$ cat config.mk
export PLATFORM = sky130hd
export DESIGN_NAME = univ_shift_counter
export DESIGN_NICKNAME = d
export VERILOG_FILES = /design/src/rtl/univ_shift_counter_pkg.sv /design/src/rtl/univ_shift_counter_mod_count_next.sv /design/src/rtl/univ_shift_counter.sv
export SDC_FILE = /design/constraint.sdc
export NUM_CORES = 1
export LEC_CHECK = 0
export ABC_AREA = 1
export CORE_UTILIZATION = 45
export CTS_BUF_LIST = sky130_fd_sc_hd__clkbuf_8
export DETAILED_ROUTE_END_ITERATION = 12
export GPL_TIMING_DRIVEN = 0
export HOLD_SLACK_MARGIN = 0.08
export PLACE_DENSITY = 0.87
export SETUP_SLACK_MARGIN = 0.02
export SLEW_MARGIN = 20
export SYNTH_ARGS = -nofsm -noshare
export SYNTH_HDL_FRONTEND = slang
export SYNTH_SLANG_ARGS = --single-unit
$ cat constraint.sdc
create_clock -name clk -period 1.7 [get_ports clk]
set_clock_uncertainty 0.2 [all_clocks]
set_input_delay 0.255 -clock clk [delete_from_list [all_inputs] [get_ports clk]]
set_output_delay 0.255 -clock clk [all_outputs]
set_load 0.05 [all_outputs]
$ cat src/rtl/univ_shift_counter_pkg.sv
// Shared mode encodings for the universal shift/count register.
package univ_reg_pkg;

  localparam int MODE_W = 3;

  localparam logic [MODE_W-1:0] MODE_HOLD = 3'b000;
  localparam logic [MODE_W-1:0] MODE_LOAD = 3'b001;
  localparam logic [MODE_W-1:0] MODE_SHL  = 3'b010;
  localparam logic [MODE_W-1:0] MODE_SHR  = 3'b011;
  localparam logic [MODE_W-1:0] MODE_ROL  = 3'b100;
  localparam logic [MODE_W-1:0] MODE_ROR  = 3'b101;
  localparam logic [MODE_W-1:0] MODE_UP   = 3'b110;
  localparam logic [MODE_W-1:0] MODE_DOWN = 3'b111;

endpackage

$ cat src/rtl/univ_shift_counter_mod_count_next.sv
// Combinational modulo up/down next-value generator with wrap strobe.
module mod_count_next #(
  parameter int WIDTH = 8,
  parameter int MOD   = 2**WIDTH
) (
  input  logic [WIDTH-1:0] q,
  input  logic             dir,
  output logic [WIDTH-1:0] nxt,
  output logic             wrp
);

  localparam logic [WIDTH-1:0] MAXV = WIDTH'(MOD - 1);

  // Out-of-range values (q > MAXV) wrap to zero when counting up.
  always_comb begin
    if (dir) begin
      wrp = (q == '0);
      nxt = wrp ? MAXV : q - 1'b1;
    end else begin
      wrp = (q >= MAXV);
      nxt = wrp ? '0 : q + 1'b1;
    end
  end

endmodule

$ cat src/rtl/univ_shift_counter.sv
// Universal register: hold, load, shift, rotate and modulo up/down count with sticky wrap.
module univ_shift_counter
  import univ_reg_pkg::*;
#(
  parameter int WIDTH = 8,
  parameter int MOD   = 2**WIDTH
) (
  input  logic              clk,
  input  logic              r,
  input  logic              ce,
  input  logic [MODE_W-1:0] mode,
  input  logic [WIDTH-1:0]  D,
  input  logic              sil,
  input  logic              sir,
  output logic [WIDTH-1:0]  Q,
  output logic              tc,
  output logic              wrap
);

  logic [WIDTH-1:0] cnt_nxt;
  logic             cnt_wrp;
  logic             is_cnt;

  mod_count_next #(.WIDTH(WIDTH), .MOD(MOD)) u_cnt (
    .q   (Q),
    .dir (mode == MODE_DOWN),
    .nxt (cnt_nxt),
    .wrp (cnt_wrp)
  );

  assign is_cnt = (mode == MODE_UP) || (mode == MODE_DOWN);
  assign tc     = ce && is_cnt && cnt_wrp;

  // Register stage: Q/wrap update on the edge following the selected op.
  always_ff @(posedge clk) begin
    if (r) begin
      Q    <= '0;
      wrap <= 1'b0;
    end else if (ce) begin
      case (mode)
        MODE_LOAD: begin
          Q    <= D;
          wrap <= 1'b0;
        end
        MODE_SHL:  Q <= {Q[WIDTH-2:0], sil};
        MODE_SHR:  Q <= {sir, Q[WIDTH-1:1]};
        MODE_ROL:  Q <= {Q[WIDTH-2:0], Q[WIDTH-1]};
        MODE_ROR:  Q <= {Q[0], Q[WIDTH-1:1]};
        MODE_UP, MODE_DOWN: begin
          Q <= cnt_nxt;
          if (cnt_wrp) wrap <= 1'b1;
        end
        default: Q <= Q;
      endcase
    end
  end

endmodule

==> impl_metrics.py, run 1 <==
metrics = {
    "setup_path": {
        "critPathKind": "flop to output port",
        "critical_path.max_stage_delay_ns": 0.41,
        "r2r_cells": 11,
        "worstPathRequired_ns": 1.24,
        "crit_fanout": 6,
        "cp_top_family": "flip-flops",
        "critPathLaunchType": "flop",
        "path_cells": "ha_4, nand2_4, nor2_4, nand2_2, nand2_2, o2111ai_2, inv_2, buf_8",
        "worst_path_max_delay_cell": "dfxtp_4",
        "path_common_cell": "nand2_2",
        "cp.depth": 8,
        "critPathBufInv": 2,
        "cp-end-kind": "output port",
        "arrival_ns": 1.45,
    },
    "placement": {
        "pre_cts_ws_ns": -1.06,
        "dp_hpwl_mm": 2.32,
        "dp.cells": 244,
        "port_buffers": 25,
        "gp_congestion": 1.02,
    },
    "power_and_ir_drop": {
        "ir_drop_mv": 0.631,
        "p_int_uw": 547,
        "power_leakage_nw": 0.729,
        "p_switching_uw": 385,
        "pwr-share-clk": 0.264,
        "power_frac_seq": 0.268,
        "swShare": 0.413,
        "combPwrFrac": 0.468,
        "p_per_area_nw_per_um2": 588,
    },
    "floorplan": {
        "rows": 17,
        "io_pins": 26,
        "die_width_um": 51.8,
        "core_um2": 2280,
        "start_util": 0.490,
        "fp.dieH_um": 51.8,
        "dieArea_um2": 2680,
    },
    "clock_tree": {
        "clkTransAtPathRegs_ns": 0.04,
        "clockBufferDepth": 2,
        "clock_latency_ns": 0.23,
        "cts_buffers": 3,
        "hold_buffers": 0,
        "cts.sinks": 9,
        "h-tree-depth": 1,
        "cts_tree": "yes",
        "clock-root-buffer": "clkbuf_8",
    },
    "timing": {
        "hold_viol": 0,
        "min_period_over_period": 1.12,
        "setup_viol": 2,
        "slew_headroom": 0.673,
        "min_period_ns": 1.91,
        "grt_setup_unrepaired": "true",
        "worst_slew_pin_slew_ns": 0.492,
        "layout_setup_ws_ns": -0.205,
        "max_freq_ghz": 0.525,
        "report.final.slew_viol_count": 0,
    },
    "global_routing": {
        "antenna_found_initial": 0,
        "grt_usage": 0.271,
        "grt_max_degree": 11,
        "grt_pass1_vias": 1230,
        "overflow": 0,
        "grt_pass1_wl_mm": 5.39,
    },
    "min_path": {
        "hold_class": "flop to flop",
        "hold-path-cell-count": 2,
    },
    "final_layout": {
        "instances_no_fill": 252,
        "layout-drive-gt1-share": 0.272,
        "final_nets": 243,
        "areaGrowthSynthToFinish_pct": 41.9,
        "fill_cells": 192,
        "final_core_util": 0.696,
        "n_antenna_cell": 0,
    },
    "run_status": {
        "status": "finished with violations",
        "failed_checks": "negative setup slack",
    },
    "logic_synthesis": {
        "synthTopCellsByArea": "nand2_1 (17%), dfxtp_1 (16%), nand3_1 (9.4%), a21oi_1 (7.2%), nor2_1 (6.7%)",
        "synthesis.area_um2": 1120,
        "synth_nets": 209,
        "synth_top_area_frac": 0.172,
        "ys.flop_type": "dfxtp_1",
        "synth_edf_count": 0,
        "yosys_warnings": 0,
        "yosysSeqAreaShare": 0.161,
        "yosysUniqueCellTypes": 31,
        "yosys_register_bits": 9,
        "syn_avg_cell_area_um2": 5.84,
        "synthCells": 191,
        "synth.largest_area_cell": "nand2_1",
        "synthArstFlopShare": 0,
    },
    "route": {
        "via_count": 1350,
        "wl_per_cell_um": 12.5,
        "drt_iter0_drc": 34,
        "wl_mm": 3.15,
        "postRouteAntennaNets": 0,
        "first_pass_iters": 4,
        "drc": 0,
        "avgViaCountPerCell": 5.36,
    },
    "run": {
        "cap_violations": 0,
    },
}
[layer usage]
layer,global-route usage,up-vias,share of wire
met3,0.0292,7,0.062
met5,0,-,0
met2,0.444,46,0.47
met4,0.144,0,0.024
li1,-,696,-
met1,0.346,601,0.44
[cells in the mapped netlist (2+ instances only)]
| cell type | n |
|---|---|
| inv_2 | 5 |
| nor2_1 | 20 |
| nand3_1 | 21 |
| ha_1 | 2 |
| nand4_1 | 4 |
| nor2_4 | 3 |
| nand2_4 | 2 |
| nand2_1 | 51 |
| nor2_2 | 3 |
| o21ai_1 | 5 |
| dfxtp_1 | 9 |
| nand2_2 | 4 |
| inv_1 | 12 |
| inv_4 | 3 |
| o21ai_0 | 10 |
| buf_2 | 2 |
| or2_1 | 3 |
| a21oi_1 | 16 |
| o211ai_1 | 4 |
[registers in the layout (all words and copies together) (netlist names)]
| name | count |
|---|---|
| wrap | 1 |
| Q | 8 |
[through the flow]
| stage | hold slack, ns | setup TNS, ns | cell area, um^2 | power [mW] |
|---|---|---|---|---|
| 6_report | 0.271 | -0.215 | 1580 | 0.931 |
| 5_1_grt | 0.310 | -0.742 | 1580 | 0.991 |
| 4_1_cts | 0.279 | -0.239 | 1520 | 0.919 |
| 3_5_place_dp | 0.272 | -3.81 | 1460 | 0.660 |
| 3_3_place_gp | 0.258 | -3.82 | 1460 | 0.657 |
| 2_1_floorplan | 0.114 | 0 | 1170 | 0.536 |
[power groups by stage]
stage,Clock (mW),Combinational (mW),Sequential [mW]
after floorplan,0,0.235,0.301
after global placement,0,0.403,0.255
after detailed placement,0,0.405,0.255
after CTS,0.255,0.415,0.249
after global routing,0.263,0.476,0.253
final,0.245,0.436,0.250
[worst paths after layout]
kind	startpoint	endpoint	slack [ns]
setup / recovery	Q[0]	tc	-0.21
hold / removal	wrap	wrap	0.27
setup reg to reg	Q[0]	Q[7]	-0.01
hold reg to reg	wrap	wrap	0.27
[worst reg2reg max path, stage by stage (launching register included)]
cell,delay (ns)
dfxtp_4,0.41
inv_6,0.07
ha_4,0.18
nand2_4,0.08
nor2_4,0.04
buf_4,0.13
nor2_4,0.15
nand3_2,0.08
nand2_1,0.07
nand2_1,0.06
nand2_1,0.07
a21oi_1,0.05
[cells by family (layout without fill, tap and decap cells)]
family / after synthesis / in the layout / synth area share
simple gates: 115 / 115 / 0.508
compound gates: 38 / 38 / 0.188
buf+inv: 26 / 59 / 0.112
flops: 9 / 9 / 0.161
fa+ha+maj: 2 / 2 / 0.0224
xor+xnor: 1 / 1 / 0.00785
[cell type report]
cell class                 count  area (um^2)  share of cell area
clock inverter                 1         3.75             0.00237
buffer                         4         33.8              0.0213
inverter                      22          101              0.0640
tap                           28         35.0              0.0221
multi-input combinational    156          890               0.562
timing repair buffer          29          274               0.173
clock buffer                   3         41.3              0.0261
sequential                     9          205               0.130
[cells in the final DEF, fill, tap and decap left out, types with 2 or more instances in the layout]
cell and n:
nand4_1 4, nand3_2 2, ha_4 2, nor2_2 4, nand2_1 47, o21ai_1 5, nor2_1 18, o211ai_1 4
inv_6 2, o21ai_0 10, a21oi_2 2, clkbuf_8 3, dfxtp_4 6, buf_6 2, inv_2 6, or2_1 3
inv_1 11, nand3_1 19, nand2_4 4, a21oi_1 14, nand2_2 6, dlygate4sd2_1 12, inv_4 3, clkdlybuf4s50_1 12
buf_4 6, dfxtp_2 2, nor2_4 4
[what timing repair did]
item	in CTS	in global routing
pin swaps	1	5
setup endpoints to repair	18	8
resized for setup	23	14
endpoints found under the hold margin	0	0
setup buffers	3	1
Power figures use the tool's default switching activity.
==> run 2, diff against run 1 <==
CAP_MARGIN = 20   (was unset)
==> results of run 2 <==
The final DEF is identical to that of run 1; final timing and power are the same.
==> run 3, diff against run 2 <==
PLACE_DENSITY = 0.84   (was 0.87)
clock period = 2.2 ns   (was 1.7 ns; I/O delays follow)
==> run 3 against run 2 <==
Net effect: the flow now finishes without violations; hold slack improved by 0.0043 ns; combinational power down 27%; clock-buffer cell count unchanged; sequential share of layout area fell by 0.45 points; die area is the same; power down 24%; clock power is 22% lower; global-route usage shrank 0.75 points; register-to-register slack improved by 0.44 ns; via count increased by 1.8%.
==> impl_metrics.py, run 3 (synthesis results as in run 1) <==
metrics = {
    "timing": {
        "min_period_ns": 2.14,
        "grt_setup_unrepaired": "false",
        "worst_slew_pin_slew_ns": 0.495,
        "min_period_over_period": 0.972,
        "setup_viol": 0,
        "max_freq_ghz": 0.468,
        "hold_viol": 0,
        "slew_headroom": 0.669,
        "report.final.slew_viol_count": 0,
        "holdWs_ns": 0.275,
    },
    "final_layout": {
        "largest_register_ffs": 8,
        "seq_area_um2": 188,
        "areaGrowthSynthToFinish_pct": 34.5,
        "final_common_cell": "nand2_1",
        "top_regs": "Q (8), wrap (1)",
        "layout_common_cells": "nand2_1 (51), nand3_1 (21), clkdlybuf4s50_1 (21)",
        "final_nets": 242,
        "n_antenna_cell": 0,
        "largest-register": "Q",
        "fill_cells": 208,
        "final_core_util": 0.660,
        "multi_input_area_um2": 838,
        "layout-drive-gt1-share": 0.188,
    },
    "floorplan": {
        "die_width_um": 51.8,
        "io_pins": 26,
        "core_um2": 2280,
        "start_util": 0.490,
        "fp.dieH_um": 51.8,
        "rows": 17,
        "dieArea_um2": 2680,
    },
    "setup_path": {
        "worstPathRequired_ns": 1.67,
        "worst_path_max_delay_cell": "clkdlybuf4s50_1",
        "r2r_cells": 10,
        "critPathBufInv": 1,
        "crit_fanout": 8,
        "cp_top_family": "buffers and inverters",
        "arrival_ns": 1.61,
        "critical_path.max_stage_delay_ns": 0.87,
        "cp-end-kind": "output port",
        "cp.depth": 1,
        "critPathLaunchType": "flop",
        "path_cells": "clkdlybuf4s50_1",
        "critPathKind": "flop to output port",
    },
    "clock_tree": {
        "clkTransAtPathRegs_ns": 0.05,
        "h-tree-depth": 1,
        "clock_latency_ns": 0.24,
        "cts.sinks": 9,
        "hold_buffers": 0,
        "cts_tree": "yes",
        "cts_buffers": 3,
        "clock-root-buffer": "clkbuf_8",
        "clockBufferDepth": 2,
    },
    "global_routing": {
        "grt_max_degree": 11,
        "antenna_found_initial": 0,
        "grt_pass1_vias": 1159,
        "overflow": 0,
        "grt_usage": 0.264,
        "grt_pass1_wl_mm": 5.20,
    },
    "power_and_ir_drop": {
        "pwr-share-clk": 0.270,
        "p_switching_uw": 285,
        "power_leakage_nw": 0.665,
        "p_int_uw": 418,
        "combPwrFrac": 0.455,
        "ir_drop_mv": 0.422,
        "power_frac_seq": 0.275,
        "swShare": 0.405,
        "p_per_area_nw_per_um2": 468,
    },
    "route": {
        "via_count": 1374,
        "wl_per_cell_um": 12.7,
        "postRouteAntennaNets": 0,
        "avgViaCountPerCell": 5.47,
        "drt_iter0_drc": 59,
        "drc": 0,
        "wl_mm": 3.20,
        "first_pass_iters": 4,
    },
    "placement": {
        "port_buffers": 25,
        "dp_hpwl_mm": 2.36,
        "gp_congestion": 0.947,
    },
    "min_path": {
        "hold-path-cell-count": 2,
        "hold_class": "flop to flop",
    },
    "run_status": {
        "status": "completed",
    },
    "run": {
        "cap_violations": 0,
    },
}
## run 3: cell types whose count changed in the layout (fill, tap and decap cells not counted), moves of 3 or more
| cell | before | now |
|---|---|---|
| clkdlybuf4s50_1 | 12 | 21 |
| dfxtp_1 | 1 | 7 |
| dfxtp_4 | 6 | 2 |
| nand2_1 | 47 | 51 |
| buf_4 | 6 | 3 |
| dlygate4sd2_1 | 12 | 3 |
## run 3: through the flow
| stage | std cells | TNS (ns) | instance area (um^2) | total power, mW | worst slack, ns |
|---|---|---|---|---|---|
| floorplan | 191 | 0 | 1120 | 0.406 | 0.0753 |
| global placement | 244 | -0.716 | 1400 | 0.498 | -0.716 |
| detailed placement | 244 | -0.719 | 1400 | 0.500 | -0.719 |
| CTS | 248 | 0 | 1450 | 0.684 | 0.0382 |
| global route | 251 | 0 | 1500 | 0.750 | 0.0245 |
| finish | 251 | 0 | 1500 | 0.703 | 0.0614 |
## run 3: cell type report
cell class                      count  share of cell area
Sequential cell                     9               0.125
Timing Repair Buffer               28               0.178
Inverter                           22              0.0658
Tap cell                           28              0.0233
Clock inverter                      1             0.00250
Clock buffer                        3              0.0275
Multi-Input combinational cell    156               0.558
Buffer                              4              0.0192
## run 3: path summary, 6_finish.rpt
kind | slack [ns] | end | from
worst min-delay path | 0.27 | wrap | wrap
worst max register to register | 0.43 | Q[7] | Q[1]
worst max-delay path | 0.06 | Q[6] | Q[6]
worst min register to register | 0.27 | wrap | wrap
## run 3: worst reg2reg max path, delay by kind of cell (launching register included)
family,cells,cell delay [ns]
AOI/OAI and AO/OA,2,0.22
and+or+nand+nor,6,0.58
DFF,1,0.36
buffers and inverters,2,0.30
## run 3: power groups by stage
stage	sequential [mW]	combinational, mW	clock [mW]
finish	0.193	0.320	0.190
global route	0.195	0.348	0.207
CTS	0.193	0.305	0.187
detailed placement	0.196	0.304	0
global placement	0.196	0.302	0
floorplan	0.231	0.175	0
## run 3: timing repair
| action | 4_1_cts | 5_1_grt |
|---|---|---|
| pin swaps | 0 | 1 |
| gates resized for setup | 12 | 6 |
| endpoints found under the setup margin | 1 | 1 |
| setup buffers | 0 | 3 |
## run 3: metal layers
metal	GRT usage	up-vias	share of wire
li1	-	697	-
met1	0.339	613	0.46
met2	0.446	56	0.47
met3	0.0351	8	0.063
met4	0.0946	0	0.014
met5	0	-	0
